File: src/rtl/muldiv_pkg.sv
// Shared definitions for the MUL/DIV sequencer.
// - FC_MUL / FC_DIV: ALU function codes, identical to the values control decodes.
// - state_t: sequencer FSM states.
package muldiv_pkg;

    localparam int FC_WIDTH = 4;

    localparam logic [FC_WIDTH-1:0] FC_MUL = 4'b0001;
    localparam logic [FC_WIDTH-1:0] FC_DIV = 4'b0010;

    typedef enum logic [1:0] {
        IDLE    = 2'd0,
        MUL_RUN = 2'd1,
        DIV_RUN = 2'd2,
        DONE    = 2'd3
    } state_t;

endpackage

File: src/rtl/muldiv_iter_datapath.sv
// Iterative datapath shared by unsigned shift-add multiply and restoring divide.
// One iteration per cycle while step is high; load seeds the registers.
// Ports:
//   clk, rst_n          clock, async active-low reset
//   load                seed registers from a/b, latch mode_div
//   step                perform one iteration
//   mode_div            0 = multiply, 1 = divide (sampled with load)
//   a, b                multiplicand/dividend, multiplier/divisor
//   res_lo_nxt          value lo register takes after this step (product low / quotient)
//   res_hi_nxt          value hi register takes after this step (product high / remainder)
module muldiv_iter_datapath #(
    parameter int W = 16
) (
    input  logic         clk,
    input  logic         rst_n,
    input  logic         load,
    input  logic         step,
    input  logic         mode_div,
    input  logic [W-1:0] a,
    input  logic [W-1:0] b,
    output logic [W-1:0] res_lo_nxt,
    output logic [W-1:0] res_hi_nxt
);

    // hi_q: product high half / partial remainder
    // lo_q: multiplier being shifted out / dividend shifting out, quotient shifting in
    logic [W-1:0] hi_q, lo_q, opd_q;
    logic         mode_q;

    logic [W:0]   mul_sum;
    logic [W:0]   shifted;
    logic [W-1:0] diff;
    logic         ge;
    logic [W-1:0] hi_nxt, lo_nxt;

    always_comb begin
        // Multiply: conditionally add multiplicand into high half, then shift the
        // whole {carry, hi, lo} right by one. Low bits of the product fill lo_q.
        mul_sum = {1'b0, hi_q} + (lo_q[0] ? {1'b0, opd_q} : {(W+1){1'b0}});

        // Divide: shift next dividend bit into the partial remainder and try the
        // subtraction. The remainder stays below the divisor, so the shifted value
        // needs one extra bit but the restored/subtracted result fits in W bits.
        shifted = {hi_q, lo_q[W-1]};
        ge      = (shifted >= {1'b0, opd_q});
        diff    = shifted[W-1:0] - opd_q;

        if (mode_q) begin
            hi_nxt = ge ? diff : shifted[W-1:0];
            lo_nxt = {lo_q[W-2:0], ge};
        end else begin
            hi_nxt = mul_sum[W:1];
            lo_nxt = {mul_sum[0], lo_q[W-1:1]};
        end
    end

    always_ff @(posedge clk or negedge rst_n) begin
        if (!rst_n) begin
            hi_q   <= '0;
            lo_q   <= '0;
            opd_q  <= '0;
            mode_q <= 1'b0;
        end else if (load) begin
            hi_q   <= '0;
            lo_q   <= mode_div ? a : b;
            opd_q  <= mode_div ? b : a;
            mode_q <= mode_div;
        end else if (step) begin
            hi_q <= hi_nxt;
            lo_q <= lo_nxt;
        end
    end

    assign res_lo_nxt = lo_nxt;
    assign res_hi_nxt = hi_nxt;

endmodule

File: src/rtl/muldiv_sequencer.sv
// Multi-cycle MUL/DIV unit beside the execute-stage ALU. Holds the pipeline via
// stall while iterating, then presents a 2-word result for one DONE cycle.
// Ports:
//   clk, rst_n               clock, async active-low reset
//   start, func_code         request and op select, sampled only in IDLE
//   operand_a, operand_b     multiplicand/dividend, multiplier/divisor
//   flush                    abort anything in flight (priority over all)
//   busy                     high in MUL_RUN, DIV_RUN, DONE
//   stall                    pipeline hold (combinational from start in IDLE)
//   done                     one-cycle result-valid pulse
//   result_lo / result_hi    product low/high, or quotient/remainder
//   div_by_zero              one-cycle pulse after a DIV with operand_b == 0
module muldiv_sequencer
    import muldiv_pkg::*;
#(
    parameter int DATA_WIDTH          = 16,
    parameter int FUNCTION_CODE_WIDTH = 4,
    parameter logic [FUNCTION_CODE_WIDTH-1:0] MUL = muldiv_pkg::FC_MUL,
    parameter logic [FUNCTION_CODE_WIDTH-1:0] DIV = muldiv_pkg::FC_DIV
) (
    input  logic                           clk,
    input  logic                           rst_n,
    input  logic                           start,
    input  logic [FUNCTION_CODE_WIDTH-1:0] func_code,
    input  logic [DATA_WIDTH-1:0]          operand_a,
    input  logic [DATA_WIDTH-1:0]          operand_b,
    input  logic                           flush,
    output logic                           busy,
    output logic                           stall,
    output logic                           done,
    output logic [DATA_WIDTH-1:0]          result_lo,
    output logic [DATA_WIDTH-1:0]          result_hi,
    output logic                           div_by_zero
);

    localparam int CNT_WIDTH = $clog2(DATA_WIDTH) + 1;

    state_t               state_q, state_d;
    logic [CNT_WIDTH-1:0] cnt_q;
    logic                 accept_mul, accept_div, dz_req;
    logic                 running, last_iter;
    logic                 dbz_q;
    logic [DATA_WIDTH-1:0] dp_lo_nxt, dp_hi_nxt;

    assign accept_mul = (state_q == IDLE) && start && (func_code == MUL);
    assign accept_div = (state_q == IDLE) && start && (func_code == DIV) && (operand_b != '0);
    assign dz_req     = (state_q == IDLE) && start && (func_code == DIV) && (operand_b == '0);
    assign running    = (state_q == MUL_RUN) || (state_q == DIV_RUN);
    assign last_iter  = running && (cnt_q == CNT_WIDTH'(1));

    always_comb begin
        state_d = state_q;
        if (flush) begin
            state_d = IDLE;
        end else begin
            unique case (state_q)
                IDLE: begin
                    if (accept_mul)      state_d = MUL_RUN;
                    else if (accept_div) state_d = DIV_RUN;
                end
                MUL_RUN, DIV_RUN: begin
                    if (cnt_q == CNT_WIDTH'(1)) state_d = DONE;
                end
                DONE:    state_d = IDLE;
                default: state_d = IDLE;
            endcase
        end
    end

    always_ff @(posedge clk or negedge rst_n) begin
        if (!rst_n) begin
            state_q   <= IDLE;
            cnt_q     <= '0;
            result_lo <= '0;
            result_hi <= '0;
            dbz_q     <= 1'b0;
        end else begin
            state_q <= state_d;
            dbz_q   <= !flush && dz_req;
            if (flush)
                cnt_q <= '0;
            else if (accept_mul || accept_div)
                cnt_q <= CNT_WIDTH'(DATA_WIDTH);
            else if (running)
                cnt_q <= cnt_q - CNT_WIDTH'(1);
            // Results capture the final iteration's outcome on the edge into DONE
            // so they are already valid while done is high.
            if (!flush && last_iter) begin
                result_lo <= dp_lo_nxt;
                result_hi <= dp_hi_nxt;
            end
        end
    end

    muldiv_iter_datapath #(.W(DATA_WIDTH)) u_dp (
        .clk        (clk),
        .rst_n      (rst_n),
        .load       (!flush && (accept_mul || accept_div)),
        .step       (!flush && running),
        .mode_div   (accept_div),
        .a          (operand_a),
        .b          (operand_b),
        .res_lo_nxt (dp_lo_nxt),
        .res_hi_nxt (dp_hi_nxt)
    );

    // Stall must rise in the issuing cycle, hence the combinational accept term.
    assign stall       = accept_mul || accept_div || running;
    assign busy        = (state_q != IDLE);
    assign done        = (state_q == DONE);
    assign div_by_zero = dbz_q;

endmodule

File: config.mk
export PLATFORM = sky130hd
export DESIGN_NAME = muldiv_sequencer
export DESIGN_NICKNAME = d
export VERILOG_FILES = /design/src/rtl/muldiv_pkg.sv /design/src/rtl/muldiv_iter_datapath.sv /design/src/rtl/muldiv_sequencer.sv
export SDC_FILE = /design/constraint.sdc
export NUM_CORES = 1
export LEC_CHECK = 0
export CAP_MARGIN = 5
export CELL_PAD_IN_SITES_DETAIL_PLACEMENT = 1
export CELL_PAD_IN_SITES_GLOBAL_PLACEMENT = 2
export CORE_MARGIN = 4
export CORE_UTILIZATION = 35
export DETAILED_ROUTE_END_ITERATION = 7
export GPL_ROUTABILITY_DRIVEN = 1
export PLACE_DENSITY = 0.83
export SLEW_MARGIN = 10
export SYNTH_ARGS = -nofsm -noshare
export SYNTH_HDL_FRONTEND = slang
export SYNTH_SLANG_ARGS = --single-unit
export TNS_END_PERCENT = 10
File: constraint.sdc
create_clock -name clk -period 4.72 [get_ports clk]
set_clock_uncertainty 0.2 [all_clocks]
set_input_delay 0.944 -clock clk [delete_from_list [all_inputs] [get_ports clk]]
set_output_delay 0.944 -clock clk [all_outputs]
set_load 0.01 [all_outputs]
==> results of run 1 <==
[Yosys cell counts, drive strengths merged, types with 2 or more instances]
master	instances
nand2b	6
nor3b	3
a21oi	59
mux2	13
a21o	6
dfrtp	89
xnor2	14
nor4b	3
a2111oi	4
ha	37
nand3	5
and2	17
nor3	9
o211ai	5
clkbuf	26
a31oi	8
fa	2
a211oi	21
a211o	4
o41ai	2
nand4	8
o21ai	31
and4	2
buf	7
nor2b	6
or2	4
nor2	69
nand2	53
mux2i	56
o31ai	6
nor4	6
a31o	3
inv	27
o21a	8
o31a	2
a22o	13
xor2	9
[stage by stage]
step / area [um^2] / setup slack [ps] / hold WS [ps] / instances
after global placement: 7064 / 620.5 / 264.8 / 937
after CTS: 7372 / 640.5 / 297.0 / 953
final: 7372 / 682.4 / 290.4 / 953
after global routing: 7372 / 482.5 / 316.5 / 953
after detailed placement: 7064 / 639.8 / 273.7 / 937
after floorplan: 6067 / 1356 / 276.1 / 662
[critical path, cell delays in order]
cell and delay (ps):
clkdlybuf4s50_1 430, nor4_1 460, nand4_1 270, a21oi_1 230, nand2b_1 70, clkdlybuf4s50_1 470
[path summary, 6_finish.rpt]
kind	depth (start not counted)	slack [ps]	end	start
setup / recovery	6	680	stall	operand_b[8]
hold / removal	1	290	result_hi[13]	result_hi[13]
setup reg to reg	11	840	result_hi[15]	u_dp.lo_q[0]
hold reg to reg	1	290	result_hi[13]	result_hi[13]
max in group asynchronous	2	2920	u_dp.opd_q[0]	rst_n
min in group asynchronous	1	510	result_hi[7]	rst_n
[power by group]
part           internal, mW  switching, mW
Clock                 0.420          0.343
Sequential             1.09          0.364
Combinational          1.54           1.88
[area by class of cell]
cell class              instances  area share, %
clock buffers                   9          3.055
clock inverters                 7          1.120
inverters                      27          1.375
multi-input cells             513          49.03
flip-flops and latches         89          30.21
well taps                     220          3.734
repair buffers                 88          11.47
[layer usage]
metal / vias to the layer above / GRT usage (%) / wire (um)
met3: 24 / 3.259 / 524
met1: 2586 / 25.54 / 8629
li1: 2544 / - / -
met5: - / 0 / 0
met2: 91 / 31.32 / 8537
met4: 0 / 5.711 / 425
[sequential cells by signal, indices dropped and copies added (netlist names)]
register,count
cnt_q,5
div_by_zero,1
result_hi,16
result_lo,16
state_q,2
u_dp.hi_q,16
u_dp.lo_q,16
u_dp.mode_q,1
u_dp.opd_q,16
[cells by family after synthesis]
| logic type | Yosys count | share of synthesized area (%) |
|---|---|---|
| fa+ha+maj | 39 | 8.290 |
| simple gates | 197 | 15.51 |
| mux | 69 | 11.65 |
| xor+xnor | 23 | 3.320 |
| compound gates | 185 | 20.64 |
| buf+inv | 60 | 3.877 |
| flops | 89 | 36.71 |
==> flow_metrics.env, run 1 <==
export IMPL_num_vias=5245
export IMPL_hpwl_um=13680
export IMPL_grtUsageTotal_pct=18.96
export IMPL_seqCellArea_um2=2227
export IMPL_hold_buffers=0
export IMPL_cts_buffers=9
export IMPL_ioPinCount=76
export IMPL_layout_drive_gt1_share_pct=8.322
export IMPL_fin_tns_setup_ps=0
export IMPL_post_route_period_util_pct=85.54
export IMPL_worstSkewPairLatency_ps=360
export IMPL_cts_tree="built"
export IMPL_die_w_um=139.7
export IMPL_slew_violations=0
export IMPL_netlist_area_um2=6067
export IMPL_post_cts_buffers=0
export IMPL_setup_violations=0
export IMPL_viasPerCell=5.504
export IMPL_fin_util_pct=43.99
export IMPL_row_count=47
export IMPL_dieArea_um2=19500
export IMPL_synthCells=662
export IMPL_place_congestion=0.8532
export IMPL_grt_pass1_vias=5626
export IMPL_slew_headroom_pct=30.62
export IMPL_crit_required_ps=3580
export IMPL_ys_seq_area_share_pct=36.71
export IMPL_synth_ff_type="dfrtp_1"
export IMPL_core_area_um2=16760
export IMPL_wl_um=18120
export IMPL_synth_edf_count=0
export IMPL_fmax_mhz=247.7
export IMPL_final_common_cell="dfrtp_1"
export IMPL_cts_path_max_buffers=2
export IMPL_final_cell_mix="dfrtp_1 (89), clkdlybuf4s50_1 (74), nor2_1 (68)"
export IMPL_end_kind="primary output"
export IMPL_antenna_found_initial=0
export IMPL_arrival_ps=2890
export IMPL_path_class="in2out"
export IMPL_setup_worst_path_start_class="primary input"
export IMPL_cts_root_buffer="clkbuf_16"
export IMPL_numClockSinks=89
export IMPL_nets=807
export IMPL_start_util_pct=36.20
export IMPL_power_density_nw_per_um2=764.1
export IMPL_rsz0062_at_grt="false"
export IMPL_tightestPinTransition_ps=1041
export IMPL_netlist_cell_type_count=64
export IMPL_n_antenna_cell=0
export IMPL_grt_max_degree=66
export IMPL_synthTopCellsByArea="dfrtp_1 (37%), mux2i_1 (9.2%), ha_1 (7.6%), a21oi_1 (4.8%), nor2_1 (4.3%)"
export IMPL_cts_resized=0
export IMPL_power_mw=5.633
export IMPL_irDropWorstVdd_uv=277.5
export IMPL_htreeDepth=3
export IMPL_postRouteAntennaNets=0
export IMPL_synth_top_area_cell="dfrtp_1"
export IMPL_io_buffers=75
export IMPL_hold_path_class="reg2reg"
export IMPL_syn_avg_cell_area_um2=9.165
export IMPL_status="completed"
export IMPL_yosysWarnings=0
export IMPL_fin_crit_ps=4038
export IMPL_fill_cells=1931
export IMPL_cap_violations=0
export IMPL_multiInputGateArea_um2=3615
export IMPL_async_flop_share_pct=100.0
export IMPL_ys_seq_elements=89
export IMPL_areaGrowthSynthToFinish_pct=21.51
export IMPL_hold_viol_final=0
export IMPL_clk_pin_slew_ps=70
export IMPL_grt_pass1_wl_um=30200
export IMPL_yosysTopAreaCellShare_pct=36.71
export IMPL_drc=0
export IMPL_syn_nets=741
export IMPL_drt_initial_drc_count=180
export IMPL_critPathMaxFanout=3
export IMPL_wire_per_inst_um=19.01
export IMPL_p_leak_nw=3.487
export IMPL_die_h_um=139.7
export IMPL_grt_ovfl_total=0
export IMPL_first_pass_iters=4
(Power assumes the default switching activity.)
==> run 2, diff against run 1 <==
- CAP_MARGIN: 5 -> not set
- CELL_PAD_IN_SITES_DETAIL_PLACEMENT: 1 -> not set
- CELL_PAD_IN_SITES_GLOBAL_PLACEMENT: 2 -> not set
- CORE_UTILIZATION: 35 -> 51
- PLACE_DENSITY: 0.83 -> 0.74
==> flow_metrics.env, run 2 (same netlist as run 1, synthesis figures left out) <==
export IMPL_fin_tns_setup_ps=0
export IMPL_hold_depth=2
export IMPL_worstSkewPairLatency_ps=350
export IMPL_worstHoldStart="result_lo[14]"
export IMPL_reg2reg_slack_ps=970
export IMPL_whs_ps=287.9
export IMPL_status="completed"
export IMPL_postRouteAntennaNets=0
export IMPL_n_antenna_cell=0
export IMPL_holdPathEnd="result_lo[14]"
export IMPL_power_mw=5.509
export IMPL_core_area_um2=11520
export IMPL_cap_violations=0
export IMPL_final_cell_mix="dfrtp_1 (89), clkdlybuf4s50_1 (74), nor2_1 (68)"
export IMPL_place_congestion=0.9850
export IMPL_irDropWorstVdd_uv=344.2
export IMPL_grtUsageTotal_pct=23.94
export IMPL_viasPerCell=6.058
export IMPL_fill_cells=951
export IMPL_post_place_ws_ps=470.3
export IMPL_end_kind="primary output"
export IMPL_cts_path_max_buffers=2
export IMPL_areaGrowthSynthToFinish_pct=19.49
export IMPL_placement_cell_area_um2=6945
export IMPL_slew_violations=0
export IMPL_rsz0062_at_grt="false"
export IMPL_post_route_period_util_pct=89.34
export IMPL_hold_buffers=0
export IMPL_start_util_pct=52.68
export IMPL_reg2reg_depth=11
export IMPL_dieArea_um2=13710
export IMPL_p_leak_nw=3.477
export IMPL_clk_pin_slew_ps=70
export IMPL_cts_buffers=9
export IMPL_drc=0
export IMPL_final_common_cell="dfrtp_1"
export IMPL_drt_initial_drc_count=400
export IMPL_hold_viol_final=0
export IMPL_post_cts_buffers=0
export IMPL_power_density_nw_per_um2=760.0
export IMPL_num_vias=5289
export IMPL_antenna_found_initial=0
export IMPL_die_h_um=117.1
export IMPL_hpwl_um=11520
export IMPL_wl_um=15480
export IMPL_setup_violations=0
export IMPL_nets=804
export IMPL_wire_per_inst_um=17.73
export IMPL_setup_worst_path_start_class="primary input"
export IMPL_ioPinCount=76
export IMPL_slew_headroom_pct=29.99
export IMPL_grt_max_degree=65
export IMPL_placed_cells=857
export IMPL_design_area_um2=7249
export IMPL_io_buffers=75
export IMPL_grt_ovfl_total=0
export IMPL_first_pass_iters=5
export IMPL_rr_endpoint="result_hi[15]"
export IMPL_cts_root_buffer="clkbuf_16"
export IMPL_layout_drive_gt1_share_pct=7.808
export IMPL_htreeDepth=3
export IMPL_fmax_mhz=237.1
export IMPL_arrival_ps=3070
export IMPL_crit_required_ps=3580
export IMPL_setup_ws_ps=503.1
export IMPL_hold_path_class="reg2reg"
export IMPL_numClockSinks=89
export IMPL_path_class="in2out"
export IMPL_grt_pass1_vias=5162
export IMPL_die_w_um=117.1
export IMPL_grt_pass1_wl_um=25940
export IMPL_cts_tree="built"
export IMPL_fin_crit_ps=4217
export IMPL_critPathMaxFanout=3
export IMPL_fin_util_pct=62.95
export IMPL_final_cells=873
export IMPL_cts_resized=0
export IMPL_tightestPinTransition_ps=1050
export IMPL_reg2reg_from="u_dp.lo_q[0]"
export IMPL_row_count=39
-- run 2: worst max-delay path by stage --
| stage | startpoint | to | slack, ps | cells after the start |
|---|---|---|---|---|
| detailed placement | operand_b[11] | stall | 470 | 6 |
| global route | operand_b[11] | stall | 400 | 6 |
| floorplan | u_dp.lo_q[0] | result_hi[15] | 1360 | 12 |
| finish | operand_b[11] | stall | 500 | 6 |
| global placement | operand_b[11] | stall | 570 | 6 |
| CTS | operand_b[11] | stall | 450 | 6 |
-- run 2: power breakdown --
group	leakage [nW]	internal (mW)	switching [mW]
sequential	1.14	1.09	0.351
combinational	2.19	1.53	1.80
clock	0.151	0.429	0.307
total	3.48	3.05	2.46
-- run 2: final cells by class --
cell class	instances	area [um^2]	share of cell area, %
multi-input cells	513	3615	49.86
flip-flops and latches	89	2227	30.72
repair buffers	85	823.3	11.36
clock buffers	11	242.7	3.348
well taps	143	178.9	2.468
inverters	27	101.3	1.398
clock inverters	5	61.31	0.8457
-- run 2: critical path: stages --
cell             delay (ps)
clkdlybuf4s50_1         440
nor4_1                  540
nand4_1                 320
a21oi_1                 260
nand2b_1                 80
clkdlybuf4s50_1         480
-- run 2: metal layers --
metal | share of wire [%] | vias up | global-route usage (%)
met2 | 46 | 184 | 38.30
met5 | 0 | - | 0
met3 | 6.3 | 22 | 5.758
met1 | 46 | 2549 | 33.07
li1 | - | 2534 | -
met4 | 1.6 | 0 | 5.657
==> run 3, diff against run 2 <==
- CELL_PAD_IN_SITES_DETAIL_PLACEMENT: not set -> 0
- CELL_PAD_IN_SITES_GLOBAL_PLACEMENT: not set -> 2
- CORE_UTILIZATION: 51 -> 35
- PLACE_DENSITY: 0.74 -> 0.89
==> flow_metrics.env, run 3 (same netlist as run 1, synthesis figures left out) <==
export IMPL_status="completed"
export IMPL_arrival_ps=2930
export IMPL_slew_violations=0
export IMPL_worstPathCellList="clkdlybuf4s50_1 > nor4_1 > nand4_1 > a21oi_1 > nand2b_1 > clkdlybuf4s50_1"
export IMPL_fill_cells=1662
export IMPL_rsz0062_at_grt="false"
export IMPL_slew_headroom_pct=40.37
export IMPL_final_common_cell="dfrtp_1"
export IMPL_cap_violations=0
export IMPL_viasPerCell=5.412
export IMPL_critical_path_slowest_cell="nor4_1"
export IMPL_fin_crit_ps=4070
export IMPL_hpwl_um=12510
export IMPL_rr_endpoint="result_hi[15]"
export IMPL_post_cts_buffers=0
export IMPL_critPathMaxFanout=3
export IMPL_reg2reg_depth=11
export IMPL_drt_initial_drc_count=272
export IMPL_reg2reg_slack_ps=840
export IMPL_worst_path_most_repeated_cell="clkdlybuf4s50_1"
export IMPL_num_vias=5158
export IMPL_cts_tree="built"
export IMPL_setup_worst_path_start_class="primary input"
export IMPL_grt_ovfl_total=0
export IMPL_grt_pass1_vias=5263
export IMPL_reg2reg_from="u_dp.lo_q[0]"
export IMPL_hold_path_class="reg2reg"
export IMPL_postRouteAntennaNets=0
export IMPL_p_leak_nw=3.493
export IMPL_io_buffers=75
export IMPL_setup_violations=0
export IMPL_fmax_mhz=245.7
export IMPL_layout_drive_gt1_share_pct=8.186
export IMPL_ioPinCount=76
export IMPL_cts_buffers=9
export IMPL_fin_tns_setup_ps=0
export IMPL_path_buf_inv=2
export IMPL_path_class="in2out"
export IMPL_irDropWorstVdd_uv=262.1
export IMPL_design_area_um2=7380
export IMPL_power_density_nw_per_um2=753.1
export IMPL_antenna_found_initial=0
export IMPL_wire_per_inst_um=17.52
export IMPL_die_w_um=139.7
export IMPL_crit_required_ps=3580
export IMPL_end_kind="primary output"
export IMPL_worstSkewPairLatency_ps=350
export IMPL_placed_cells=937
export IMPL_post_route_period_util_pct=86.23
export IMPL_n_antenna_cell=0
export IMPL_worstHoldStart="result_lo[14]"
export IMPL_hold_viol_final=0
export IMPL_clk_pin_slew_ps=70
export IMPL_areaGrowthSynthToFinish_pct=21.63
export IMPL_final_cells=953
export IMPL_hold_buffers=0
export IMPL_power_mw=5.557
export IMPL_tightestPinTransition_ps=882.9
export IMPL_dieArea_um2=19500
export IMPL_cts_path_max_buffers=2
export IMPL_die_h_um=139.7
export IMPL_drc=0
export IMPL_cts_resized=0
export IMPL_placement_cell_area_um2=7076
export IMPL_grt_max_degree=68
export IMPL_crit_family="buffers and inverters"
export IMPL_cts_root_buffer="clkbuf_16"
export IMPL_wl_um=16700
export IMPL_place_congestion=0.8333
export IMPL_grtUsageTotal_pct=17.21
export IMPL_first_pass_iters=4
export IMPL_numClockSinks=89
export IMPL_row_count=47
export IMPL_hold_depth=2
export IMPL_critPathMaxStageDelay_ps=480
export IMPL_nets=807
export IMPL_start_util_pct=36.20
export IMPL_core_area_um2=16760
export IMPL_htreeDepth=3
export IMPL_grt_pass1_wl_um=27550
export IMPL_final_cell_mix="dfrtp_1 (89), clkdlybuf4s50_1 (74), nor2_1 (68)"
export IMPL_holdPathEnd="result_lo[14]"
==> run 3: report_power, final <==
part | total (mW) | switching [mW] | internal, mW
registers | 1.41 | 0.316 | 1.09
logic | 3.40 | 1.86 | 1.54
clock network | 0.745 | 0.316 | 0.429
total | 5.56 | 2.49 | 3.07
==> run 3: worst max path at each step <==
stage,startpoint,to,slack [ps],cells after the start
2_1_floorplan,u_dp.lo_q[0],result_hi[15],1360,12
3_3_place_gp,operand_b[11],stall,510,6
3_5_place_dp,operand_b[11],stall,530,6
4_1_cts,operand_b[11],stall,520,6
5_1_grt,operand_b[11],stall,430,6
6_report,operand_b[11],stall,650,6
==> run 3: cell type report <==
class	count	area, um^2	area share (%)
Sequential cell	89	2227	30.18
Timing Repair Buffer	88	845.8	11.46
Clock inverter	5	61.31	0.8308
Multi-Input combinational cell	513	3626	49.14
Tap cell	220	275.3	3.730
Inverter	27	101.3	1.373
Clock buffer	11	242.7	3.289
==> run 3: through the flow <==
stage	setup slack, ps	util, %	hold slack (ps)
finish	649.8	44.03	286.2
CTS	521.1	44.03	287.5
floorplan	1356	-	276.1
detailed placement	526.4	42.22	271.8
global placement	508.8	42.22	269.7
global route	429.7	44.03	320.1
==> run 3: worst reg2reg max path, stage by stage, from the launching register on <==
cell	delay, ps
dfrtp_1	600
and2_1	250
ha_1	220
fa_1	470
a211oi_2	310
o211ai_1	230
a211oi_2	330
a21oi_1	120
a211o_1	320
a211o_1	290
a21boi_2	160
mux2_2	260
==> run 3: routing by layer <==
metal | routed length [um] | GRT usage, % | vias to the layer above
met5 | 0 | 0 | -
met4 | 289 | 3.621 | 0
met3 | 760 | 3.499 | 20
met2 | 7679 | 27.91 | 124
met1 | 7966 | 23.95 | 2474
li1 | - | - | 2540
